### src/rtl/principal_search_sequencer.sv
// ============================================================================
// Module   : principal_search_sequencer
// Purpose  : Time-multiplexes N_MACH search sub-machines. One machine runs at
//            a time. Its state_control code picks which machine runs next
//            (stay / next / previous / home). A settle gap with a restart
//            pulse is inserted at every switch. Forward wraps are counted
//            as laps.
// Options  : `define SEARCH_TIMEOUT_EN adds a dwell-timeout counter. When the
//            running machine has dwelt TIMEOUT_CYC RUN cycles with code 00,
//            the counter forces a "next" transition.
// Revision : 1.0 - initial release
// ============================================================================
`default_nettype none

module principal_search_sequencer #(
   parameter int N_MACH      = 4,
   parameter int MV_W        = 4,
   parameter int SETTLE_CYC  = 1,
   parameter int TIMEOUT_CYC = 255,
   parameter int LAP_W       = 8
) (
   input  logic                       clk,
   input  logic                       rst,
   input  logic                       enable,
   input  logic [2*N_MACH-1:0]        sc_bus,
   input  logic [MV_W*N_MACH-1:0]     mv_bus,
   output logic [MV_W-1:0]            movement_sel,
   output logic [$clog2(N_MACH)-1:0]  active_idx,
   output logic [N_MACH-1:0]          mach_en,
   output logic [N_MACH-1:0]          mach_start,
   output logic [LAP_W-1:0]           lap_count,
   output logic                       timeout_flag
);

   localparam int                IDX_W         = $clog2(N_MACH);
   localparam logic [IDX_W-1:0]  C_LAST        = IDX_W'(N_MACH - 1);
   localparam logic [3:0]        C_SETTLE_LAST = 4'(SETTLE_CYC - 1);

   typedef enum logic [1:0] {
      S_IDLE   = 2'd0,
      S_SETTLE = 2'd1,
      S_RUN    = 2'd2
   } state_t;

   state_t              r_state;
   state_t              w_state_nxt;
   logic [IDX_W-1:0]    r_idx;
   logic [IDX_W-1:0]    w_idx_nxt;
   logic [IDX_W-1:0]    w_idx_fwd;
   logic [IDX_W-1:0]    w_idx_back;
   logic [3:0]          r_settle_cnt;
   logic [LAP_W-1:0]    r_lap;
   logic                w_lap_inc;
   logic [1:0]          w_sc;
   logic [MV_W-1:0]     w_mv;
   logic [N_MACH-1:0]   w_onehot;
   logic                w_timeout;

   // Select the state_control and movement slices of the active machine
   always_comb begin
      w_sc = 2'b00;
      w_mv = '0;
      for (int i = 0; i < N_MACH; i++) begin
         if (r_idx == IDX_W'(i)) begin
            w_sc = sc_bus[2*i +: 2];
            w_mv = mv_bus[MV_W*i +: MV_W];
         end
      end
   end

   assign w_idx_fwd  = (r_idx == C_LAST)     ? '0     : r_idx + 1'b1;
   assign w_idx_back = (r_idx == '0)         ? C_LAST : r_idx - 1'b1;
   assign w_onehot   = {{(N_MACH-1){1'b0}}, 1'b1} << r_idx;

`ifdef SEARCH_TIMEOUT_EN
   localparam logic [16:0] C_TIMEOUT = 17'(TIMEOUT_CYC);

   logic [15:0] r_dwell;

   // Timeout fires on the RUN cycle that completes the dwell budget
   assign w_timeout = (r_state == S_RUN) && enable && (w_sc == 2'b00) &&
                      (({1'b0, r_dwell} + 17'd1) == C_TIMEOUT);

   // Dwell counter: counts RUN cycles spent on code 00; cleared outside RUN
   always_ff @(posedge clk or negedge rst) begin
      if (!rst) begin
         r_dwell <= '0;
      end else if ((r_state == S_RUN) && (w_state_nxt == S_RUN)) begin
         r_dwell <= r_dwell + 16'd1;
      end else begin
         r_dwell <= '0;
      end
   end
`else
   assign w_timeout = 1'b0;
`endif

   // Next-state, next-index and lap-increment decision
   always_comb begin
      w_state_nxt = r_state;
      w_idx_nxt   = r_idx;
      w_lap_inc   = 1'b0;
      case (r_state)
         S_IDLE: begin
            if (enable) begin
               w_state_nxt = S_SETTLE;
            end
         end
         S_SETTLE: begin
            if (!enable) begin
               w_state_nxt = S_IDLE;
            end else if (r_settle_cnt == C_SETTLE_LAST) begin
               w_state_nxt = S_RUN;
            end
         end
         S_RUN: begin
            if (!enable) begin
               w_state_nxt = S_IDLE;
            end else if (w_sc != 2'b00) begin
               w_state_nxt = S_SETTLE;
               case (w_sc)
                  2'b01: begin
                     w_idx_nxt = w_idx_fwd;
                     w_lap_inc = (r_idx == C_LAST);
                  end
                  2'b10:   w_idx_nxt = w_idx_back;
                  default: w_idx_nxt = '0;
               endcase
            end else if (w_timeout) begin
               w_state_nxt = S_SETTLE;
               w_idx_nxt   = w_idx_fwd;
               w_lap_inc   = (r_idx == C_LAST);
            end
         end
         default: w_state_nxt = S_IDLE;
      endcase
   end

   // State, index, settle counter and saturating lap counter registers
   always_ff @(posedge clk or negedge rst) begin
      if (!rst) begin
         r_state      <= S_IDLE;
         r_idx        <= '0;
         r_settle_cnt <= '0;
         r_lap        <= '0;
      end else begin
         r_state <= w_state_nxt;
         r_idx   <= w_idx_nxt;
         if ((r_state == S_SETTLE) && (w_state_nxt == S_SETTLE)) begin
            r_settle_cnt <= r_settle_cnt + 4'd1;
         end else begin
            r_settle_cnt <= '0;
         end
         if (w_lap_inc && (r_lap != {LAP_W{1'b1}})) begin
            r_lap <= r_lap + 1'b1;
         end
      end
   end

   // Outputs derive from registered state, so reset clears them immediately
   always_comb begin
      mach_en      = (r_state == S_RUN) ? w_onehot : '0;
      movement_sel = (r_state == S_RUN) ? w_mv     : '0;
      mach_start   = ((r_state == S_SETTLE) && (r_settle_cnt == 4'd0)) ? w_onehot : '0;
      active_idx   = r_idx;
      lap_count    = r_lap;
      timeout_flag = w_timeout;
   end

endmodule

`default_nettype wire
### config.mk
export PLATFORM = sky130hd
export DESIGN_NAME = principal_search_sequencer
export DESIGN_NICKNAME = d
export VERILOG_FILES = /design/src/rtl/principal_search_sequencer.sv
export SDC_FILE = /design/constraint.sdc
export NUM_CORES = 1
export LEC_CHECK = 0
export ABC_CLOCK_PERIOD_IN_PS = 3400
export CAP_MARGIN = 20
export CORE_UTILIZATION = 44
export CTS_BUF_LIST = sky130_fd_sc_hd__clkbuf_8
export CTS_CLUSTER_DIAMETER = 150
export DETAILED_ROUTE_END_ITERATION = 10
export GPL_TIMING_DRIVEN = 1
export HOLD_SLACK_MARGIN = 0.05
export PLACE_DENSITY = 0.85
export SLEW_MARGIN = 20
export SYNTH_ARGS = -nofsm -noshare
export SYNTH_HDL_FRONTEND = slang
export SYNTH_SLANG_ARGS = --single-unit
### constraint.sdc
create_clock -name clk -period 3.4 [get_ports clk]
set_input_delay 0.68 -clock clk [delete_from_list [all_inputs] [get_ports clk]]
set_output_delay 0.68 -clock clk [all_outputs]
set_load 0.05 [all_outputs]
==> flow_summary_export.csv, run 1 <==
group,metric,value,unit
outcome,status,"completed",
clocking,cts_num_sinks,16,
worst_setup_path,critPathMaxFanout,5,
layout,nets,213,
clocking,cts.reportedPaths.clkPinSlew,60,ps
floorplan,start_util,47.5,%
synthesis,yosysWarnings,0,
timing,min_period_over_period,96.5,%
layout,fill_cells,196,
layout,multiInputGateArea,761,um^2
drt,avgViaCountPerCell,5.42,
clocking,cts_buffer_depth,2,
layout,final_cell_mix,"clkdlybuf4s50_1 (45), dfrtp_1 (16), nor2b_1 (10), ha_1 (10), and2_1 (8)",
place,placed_area,0.00172,mm^2
timing,rsz0062_at_grt,"false",
clocking,cts_resized,0,
worst_setup_path,reg2reg_depth,10,
drt,num_vias,1112,
drt,ant_nets,0,
clocking,post_cts_buffers,0,
grt,antenna_found_initial,0,
worst_setup_path,worstSetupPathDepth,6,
power_and_ir_drop,peakVddDrop,0.000411,V
floorplan,die_h,54.4,um
timing,tightest_slew,684,ps
synthesis,synth-main-ff-cell,"dfrtp_1",
place,gp_congestion,0.771,
worst_setup_path,critPathTopFamily,"buffers and inverters",
grt,grt_pass1_vias,1069,
worst_setup_path,arrival,2600,ps
synthesis,syn-num-nets,163,
clocking,cts.htree.levels,1,
clocking,root_buffer,"clkbuf_8",
place,place_ws,346,ps
clocking,hold_buffers,0,
floorplan,die_area,0.00296,mm^2
layout,area_growth,47.2,%
worst_setup_path,startpoint,"active_idx[0]$_DFFE_PN0P_",
flow_run,maxCapViolCount,0,
place,place_inst,201,
timing,fin_setup_tns,0,ps
place,dp_hpwl,2330,um
hold_path,hp-class,"reg2reg",
layout,drive_gt1_share,9.14,%
worst_setup_path,reg2reg_from,"active_idx[0]$_DFFE_PN0P_",
synthesis,ys_types,41,
worst_setup_path,worstSetupStartpointType,"flip-flop",
floorplan,io_pins,50,
grt,grt_overflow_total,0,
grt,grt.total_usage,22.0,%
timing,clock_skew,0.440,ps
synthesis,netlist_instances,126,
floorplan,placementRows,18,
power_and_ir_drop,power_density,517,mW/mm^2
power_and_ir_drop,leakagePower,0.793,nW
drt,drc,0,
timing,period_needed,3280,ps
timing,final_hold_viol_count,0,
worst_setup_path,required,2720,ps
worst_setup_path,cp-endpoint,"movement_sel[0]",
drt,first_pass_iters,4,
synthesis,ys_ff_latch,16,
worst_setup_path,slowest_delay,840,ps
synthesis,ys_seq_area_share,33.1,%
layout,final_common_cell,"clkdlybuf4s50_1",
worst_setup_path,rrSetupSlack,470,ps
drt,initialDrtViolationCount,17,
floorplan,fp.dieW,54.4,um
grt,grt_pass1_wl,4690,um
synthesis,netlist_area,0.00121,mm^2
synthesis,synth.avg_cell_area,9.59,um^2
timing,max_clock_freq,0.305,GHz
timing,fin_ws,118,ps
drt,wl,3100,um
clocking,cts_made_buffers,3,
worst_setup_path,crit_buf_inv,2,
layout,fin_cells,205,
layout,diodes,0,
grt,grt_max_degree,17,
synthesis,synth-edff-count,0,
clocking,cts_tree,"built",
timing,setup_violations,0,
worst_setup_path,path_cells,"inv_1, ha_1, nor2b_1, a221oi_1, o31ai_1, clkdlybuf4s50_1",
place,port-buffer-count,48,
timing,slew_violations,0,
timing,slew_headroom,54.3,%
layout,design_area,0.00178,mm^2
floorplan,coreArea,0.00254,mm^2
synthesis,synthArstFlopShare,100,%
worst_setup_path,crit_type,"reg2out",
drt,avgRoutedWirePerCell,15.1,um
worst_setup_path,cp-end-kind,"output pin",
layout,final_util,69.9,%
worst_setup_path,crit_path_top_delay_cell,"clkdlybuf4s50_1",
layout,regArea,400,um^2
clocking,clk_latency,240,ps
worst_setup_path,rr_endpoint,"lap_count[1]$_DFFE_PN0P_",
sequential cells by signal (all words and copies together) (netlist names):
| name | flops |
|---|---|
| active_idx | 2 |
| r_state | 2 |
| r_settle_cnt | 4 |
| lap_count | 8 |
how the worst min path moves through the flow:
| stage | start | cells after the start | end |
|---|---|---|---|
| global route | r_settle_cnt[0]$_DFF_PN0_ | 1 | r_settle_cnt[0]$_DFF_PN0_ |
| global placement | r_settle_cnt[0]$_DFF_PN0_ | 1 | r_settle_cnt[0]$_DFF_PN0_ |
| floorplan | rst | 0 | active_idx[0]$_DFFE_PN0P_ |
| detailed placement | r_settle_cnt[0]$_DFF_PN0_ | 1 | r_settle_cnt[0]$_DFF_PN0_ |
| CTS | r_settle_cnt[0]$_DFF_PN0_ | 1 | r_settle_cnt[0]$_DFF_PN0_ |
| finish | r_settle_cnt[0]$_DFF_PN0_ | 1 | r_settle_cnt[0]$_DFF_PN0_ |
cell usage after synthesis, types with 2 or more instances:
cell type,number,area [um^2]
xor2_1,2,17.5
o31a_1,2,17.5
nand2_1,6,22.5
dfrtp_1,16,400
a31oi_1,2,12.5
inv_1,6,22.5
ha_1,10,125
buf_2,2,10.0
o31ai_1,5,37.5
xnor2_1,4,35.0
a221oi_1,5,43.8
nand2b_1,2,12.5
nor2b_1,10,62.6
nand4_1,2,12.5
nand3_1,7,35.0
nor2_1,7,26.3
o21ai_0,2,10.0
and3_1,2,12.5
a21oi_1,4,20.0
clkbuf_1,2,7.51
and2_1,8,50.1
logic make-up after synthesis:
kind of cell,synth area share (%)
DFF,33.1
other,0.310
and+or+nand+nor,30.4
AOI/OAI and AO/OA,14.5
buffers and inverters,3.93
xor gates and xnor gates,4.35
muxes,3.00
adders and majority gates,10.4
power breakdown:
| part | internal [mW] | switching (mW) | total (mW) |
|---|---|---|---|
| clock network | 0.103 | 0.0602 | 0.163 |
| registers | 0.208 | 0.0249 | 0.233 |
| logic | 0.220 | 0.304 | 0.524 |
| total | 0.531 | 0.389 | 0.920 |
worst reg2reg max path: stages, from the launching register on:
cell and delay, ps:
dfrtp_1 420, inv_1 130, ha_1 230, nor2b_1 350, a221oi_1 140, o31a_1 340
ha_1 240, nand4bb_4 280, nor2_4 200, and2_4 180, mux2_4 290
metrics by stage:
step                power [mW]  hold slack (ps)
global placement         0.737              472
floorplan                0.594              384
CTS                      0.924              509
finish                   0.920              501
detailed placement       0.756              500
global route             0.976              533
per-layer routing:
layer | GRT usage [%] | vias up | routed length [um]
met2 | 39.8 | 25 | 1700
li1 | - | 545 | -
met4 | 5.56 | 0 | 9
met5 | 0 | - | 0
met3 | 4.17 | 2 | 78
met1 | 26.5 | 540 | 1320
final cells by class:
| type | count | share of cell area [%] |
|---|---|---|
| multi-input cells | 99 | 42.8 |
| inverters | 6 | 1.27 |
| clock buffers | 4 | 3.09 |
| repair buffers | 50 | 28.3 |
| well taps | 30 | 2.11 |
| flip-flops and latches | 16 | 22.5 |
Power figures use the tool's default switching activity.
==> inputs of run 2 (changes only) <==
Settings changed: CORE_MARGIN from default to 2, GPL_ROUTABILITY_DRIVEN from default to 0.
==> run 2 against run 1 <==
- first-iteration DRC count increased by 71%
- register-to-register slack got worse by 50 ps
- via count decreased by 1.1%
- sequential power about the same
- routed wire length decreased by 2.1%
- clock power about the same
- hold slack got worse by 16 ps
- critical path depth unchanged
- global-route usage decreased by 1.3 points
- largest power group unchanged
==> flow_summary_export.csv, run 2 (same netlist as run 1, synthesis figures left out) <==
group,metric,value,unit
clocking,cts_num_sinks,16,
power_and_ir_drop,leakagePower,0.793,nW
worst_setup_path,critPathMaxFanout,10,
clocking,cts_buffer_depth,2,
power_and_ir_drop,peakVddDrop,0.000505,V
drt,wl,3040,um
worst_setup_path,required,2720,ps
floorplan,io_pins,50,
drt,avgViaCountPerCell,5.37,
power_and_ir_drop,total_power,0.913,mW
drt,first_pass_iters,4,
worst_setup_path,arrival,2500,ps
clocking,post_cts_buffers,0,
layout,final_common_cell,"clkdlybuf4s50_1",
drt,drc,0,
layout,largest_reg_flops,8,
grt,grt.total_usage,20.7,%
floorplan,die_h,56.4,um
timing,final_hold_viol_count,0,
layout,drive_gt1_share,8.62,%
worst_setup_path,cp-end-kind,"output pin",
clocking,hold_buffers,0,
timing,clock_skew,1.11,ps
clocking,cts_tree,"built",
grt,antenna_found_initial,0,
floorplan,coreArea,0.00269,mm^2
outcome,status,"completed",
timing,fin_setup_tns,0,ps
layout,area_growth,46.6,%
clocking,cts.htree.levels,1,
drt,num_vias,1100,
layout,nets,212,
place,dp_hpwl,2420,um
drt,avgRoutedWirePerCell,14.8,um
layout,diodes,0,
layout,final_cell_mix,"clkdlybuf4s50_1 (44), dfrtp_1 (16), nor2b_1 (10), ha_1 (10), and2_1 (8)",
timing,slew_violations,0,
hold_path,hp-class,"reg2reg",
timing,min_period_over_period,93.4,%
grt,grt_overflow_total,0,
clocking,cts_made_buffers,3,
timing,period_needed,3180,ps
timing,fin_ws,225,ps
place,port-buffer-count,48,
power_and_ir_drop,power_density,515,mW/mm^2
worst_setup_path,reg2reg_depth,10,
timing,max_clock_freq,0.315,GHz
layout,fin_cells,205,
floorplan,die_area,0.00318,mm^2
clocking,cts.reportedPaths.clkPinSlew,60,ps
timing,setup_violations,0,
floorplan,start_util,45.0,%
grt,grt_max_degree,17,
clocking,clk_latency,240,ps
grt,grt_pass1_wl,5240,um
drt,initialDrtViolationCount,29,
timing,tightest_slew,686,ps
timing,slew_headroom,54.1,%
place,place_ws,247,ps
place,place_inst,201,
worst_setup_path,crit_type,"reg2out",
flow_run,maxCapViolCount,0,
layout,fill_cells,212,
clocking,root_buffer,"clkbuf_8",
timing,rsz0062_at_grt,"false",
hold_path,holdPathStages,1,
floorplan,fp.dieW,56.4,um
grt,grt_pass1_vias,1147,
worst_setup_path,worstSetupStartpointType,"flip-flop",
floorplan,placementRows,19,
drt,ant_nets,0,
-- run 2: changes by cell type in the layout (fill, tap and decap cells not counted) --
cell,before,now
buf_4,2,1
clkdlybuf4s50_1,45,44
dlygate4sd2_1,0,1
-- run 2: final cells by class --
class                   instances  area, um^2  share of cell area (%)
well taps                      31        38.8                    2.19
multi-input cells              99         761                    42.9
inverters                       6        22.5                    1.27
clock buffers                   4        55.1                    3.11
repair buffers                 49         494                    27.9
flip-flops and latches         16         400                    22.6
-- run 2: report_power, final --
part           switching, mW  total (mW)  internal [mW]
combinational          0.303       0.517          0.214
sequential            0.0244       0.232          0.208
clock                 0.0618       0.164          0.102
total                  0.389       0.913          0.524
-- run 2: critical path: stages, from the launching register on --
cell           delay, ps
dfrtp_1              420
inv_1                 80
ha_1                 300
nor2b_1              380
a221oi_1             170
o31ai_1              320
dlygate4sd2_1        570
-- run 2: final timing paths --
check / slack [ps] / to / from
setup / recovery: 220 / movement_sel[0] / active_idx[1]$_DFFE_PN0P_
hold / removal: 490 / r_settle_cnt[0]$_DFF_PN0_ / r_settle_cnt[0]$_DFF_PN0_
setup reg to reg: 420 / lap_count[1]$_DFFE_PN0P_ / active_idx[1]$_DFFE_PN0P_
hold reg to reg: 490 / r_settle_cnt[0]$_DFF_PN0_ / r_settle_cnt[0]$_DFF_PN0_
max in group asynchronous: 2110 / r_state[0]$_DFF_PN0_ / rst
min in group asynchronous: 850 / lap_count[3]$_DFFE_PN0P_ / rst
-- run 2: through the flow --
step / util [%] / area, um^2 / hold slack [ps]
global placement: 63.7 / 1710 / 478
finish: 66.0 / 1770 / 485
floorplan: - / 1210 / 384
CTS: 65.7 / 1760 / 491
global route: 66.0 / 1770 / 542
detailed placement: 63.7 / 1710 / 481
-- run 2: what timing repair did --
item,in CTS,in global routing
setup endpoints to repair,1,3
resized for setup,1,3
hold endpoints to repair,0,0
-- run 2: routing by layer --
layer | part of all wire [%] | up-vias | wire, um | track usage, %
met3 | 2.0 | 10 | 60 | 3.00
met4 | 2.4 | 0 | 74 | 7.82
met5 | 0 | - | 0 | 0
li1 | - | 545 | - | -
met2 | 54 | 21 | 1630 | 37.1
met1 | 42 | 524 | 1270 | 24.9
==> inputs of run 3 (changes only) <==
Settings changed: ABC_CLOCK_PERIOD_IN_PS 3400 to 4000, CORE_MARGIN 2 to default, CORE_UTILIZATION 44 to 48, PLACE_DENSITY 0.85 to 0.91.
Clock period 3.4 ns to 4 ns, I/O delays scaled along.
==> run 3 against run 2 <==
- core utilization increased by 10 points
- register-to-register slack improved by 580 ps
- routed wire length is 5.0% higher
- die area down 14%
- hold slack improved by 9.0 ps
==> flow_summary_export.csv, run 3 (same netlist as run 1, synthesis figures left out) <==
group,metric,value,unit
layout,final_common_cell,"clkdlybuf4s50_1",
timing,period_needed,3530,ps
layout,largest_reg_flops,8,
grt,grt_pass1_wl,4870,um
power_and_ir_drop,peakVddDrop,0.000383,V
worst_setup_path,cp-end-kind,"output pin",
clocking,post_cts_buffers,0,
timing,tightest_slew,704,ps
clocking,cts.htree.levels,1,
clocking,cts_made_buffers,3,
worst_setup_path,crit_path_top_delay_cell,"clkdlybuf4s50_1",
floorplan,coreArea,0.00230,mm^2
timing,final_hold_viol_count,0,
outcome,status,"completed",
clocking,cts_resized,0,
grt,antenna_found_initial,0,
layout,final_cell_mix,"clkdlybuf4s50_1 (48), dfrtp_1 (16), nor2b_1 (10), ha_1 (10), and2_1 (8)",
timing,fin_setup_tns,0,ps
clocking,hold_buffers,0,
clocking,cts.reportedPaths.clkPinSlew,60,ps
worst_setup_path,worstSetupStartpointType,"flip-flop",
worst_setup_path,arrival,2730,ps
drt,drc,0,
floorplan,placementRows,17,
layout,fin_cells,201,
timing,setup_violations,0,
place,place_inst,197,
clocking,root_buffer,"clkbuf_8",
timing,slew_violations,0,
worst_setup_path,path_cells,"inv_1, ha_1, nor2b_1, a221oi_1, o31ai_1, clkdlybuf4s50_1",
drt,initialDrtViolationCount,11,
layout,nets,211,
drt,first_pass_iters,4,
layout,diodes,0,
grt,grt_pass1_vias,1077,
drt,avgViaCountPerCell,5.52,
place,port-buffer-count,48,
layout,fill_cells,166,
clocking,clk_latency,250,ps
place,placed_area,0.00170,mm^2
clocking,cts_buffer_depth,2,
drt,ant_nets,0,
floorplan,fp.dieW,52.2,um
drt,avgRoutedWirePerCell,15.9,um
grt,grt.total_usage,24.4,%
timing,max_clock_freq,0.283,GHz
floorplan,die_h,52.2,um
timing,clock_skew,2.01,ps
worst_setup_path,required,3200,ps
clocking,cts_num_sinks,16,
hold_path,hp-class,"reg2reg",
grt,grt_overflow_total,0,
power_and_ir_drop,power_density,443,mW/mm^2
worst_setup_path,crit_type,"reg2out",
drt,num_vias,1109,
floorplan,io_pins,50,
power_and_ir_drop,leakagePower,0.729,nW
worst_setup_path,critPathMaxFanout,10,
timing,rsz0062_at_grt,"false",
flow_run,maxCapViolCount,0,
timing,slew_headroom,52.9,%
timing,min_period_over_period,88.3,%
floorplan,die_area,0.00272,mm^2
drt,wl,3190,um
layout,design_area,0.00175,mm^2
floorplan,start_util,52.6,%
clocking,cts_tree,"built",
worst_setup_path,slowest_delay,860,ps
grt,grt_max_degree,17,
place,dp_hpwl,2540,um
layout,area_growth,45.1,%
layout,drive_gt1_share,8.09,%
worst_setup_path,rrSetupSlack,1000,ps
-- run 3: cell types whose count changed in the layout (fill, tap and decap cells not counted), sizes merged --
cell | previous run | this run
clkdlybuf4s50 | 44 | 48
dlymetal6s2s | 3 | 0
buf | 1 | 0
dlygate4sd2 | 1 | 0
-- run 3: worst paths after layout --
| kind | startpoint | end | depth (start not counted) |
|---|---|---|---|
| worst max-delay path | active_idx[1]$_DFFE_PN0P_ | movement_sel[1] | 6 |
| worst min-delay path | r_settle_cnt[0]$_DFF_PN0_ | r_settle_cnt[0]$_DFF_PN0_ | 1 |
| worst max register to register | active_idx[1]$_DFFE_PN0P_ | lap_count[1]$_DFFE_PN0P_ | 10 |
| worst min register to register | r_settle_cnt[0]$_DFF_PN0_ | r_settle_cnt[0]$_DFF_PN0_ | 1 |
| max in group asynchronous | rst | lap_count[4]$_DFFE_PN0P_ | 1 |
| min in group asynchronous | rst | lap_count[0]$_DFFE_PN0P_ | 1 |
-- run 3: area by class of cell --
| type | count | area [um^2] | share of cell area [%] |
|---|---|---|---|
| inverters | 6 | 22.5 | 1.28 |
| repair buffers | 48 | 480 | 27.4 |
| clock buffers | 4 | 55.1 | 3.14 |
| well taps | 28 | 35.0 | 2.00 |
| flip-flops and latches | 16 | 400 | 22.8 |
| multi-input cells | 99 | 761 | 43.4 |
-- run 3: metal layers --
| layer | global-route usage [%] | vias to the layer above | part of all wire [%] | routed length (um) |
|---|---|---|---|---|
| met5 | 0 | - | 0 | 0 |
| met2 | 44.2 | 13 | 56 | 1790 |
| met3 | 4.35 | 2 | 1.5 | 49 |
| met1 | 30.3 | 550 | 42 | 1330 |
| met4 | 3.95 | 0 | 0.56 | 18 |
| li1 | - | 544 | - | - |
-- run 3: per-stage QoR --
step                      utilization [%]  power, mW  worst slack [ps]  hold slack [ps]
after floorplan                         -      0.505               499              455
after global placement               74.0      0.620               780              472
after detailed placement             74.0      0.638               708              490
after CTS                            76.4      0.781               498              501
after global routing                 76.4      0.821               311              531
final                                76.4      0.777               469              494
-- run 3: worst max-delay path: cells and delay by family, from the launching register on --
family	cells	cell delay, ps
flops	1	420
compound gates	2	420
fa+ha+maj	1	310
simple gates	1	370
buf+inv	2	950
-- run 3: where the power goes --
| group | switching, mW | total [mW] | internal [mW] |
|---|---|---|---|
| registers | 0.0218 | 0.198 | 0.177 |
| clock network | 0.0539 | 0.141 | 0.0873 |
| logic | 0.255 | 0.437 | 0.183 |
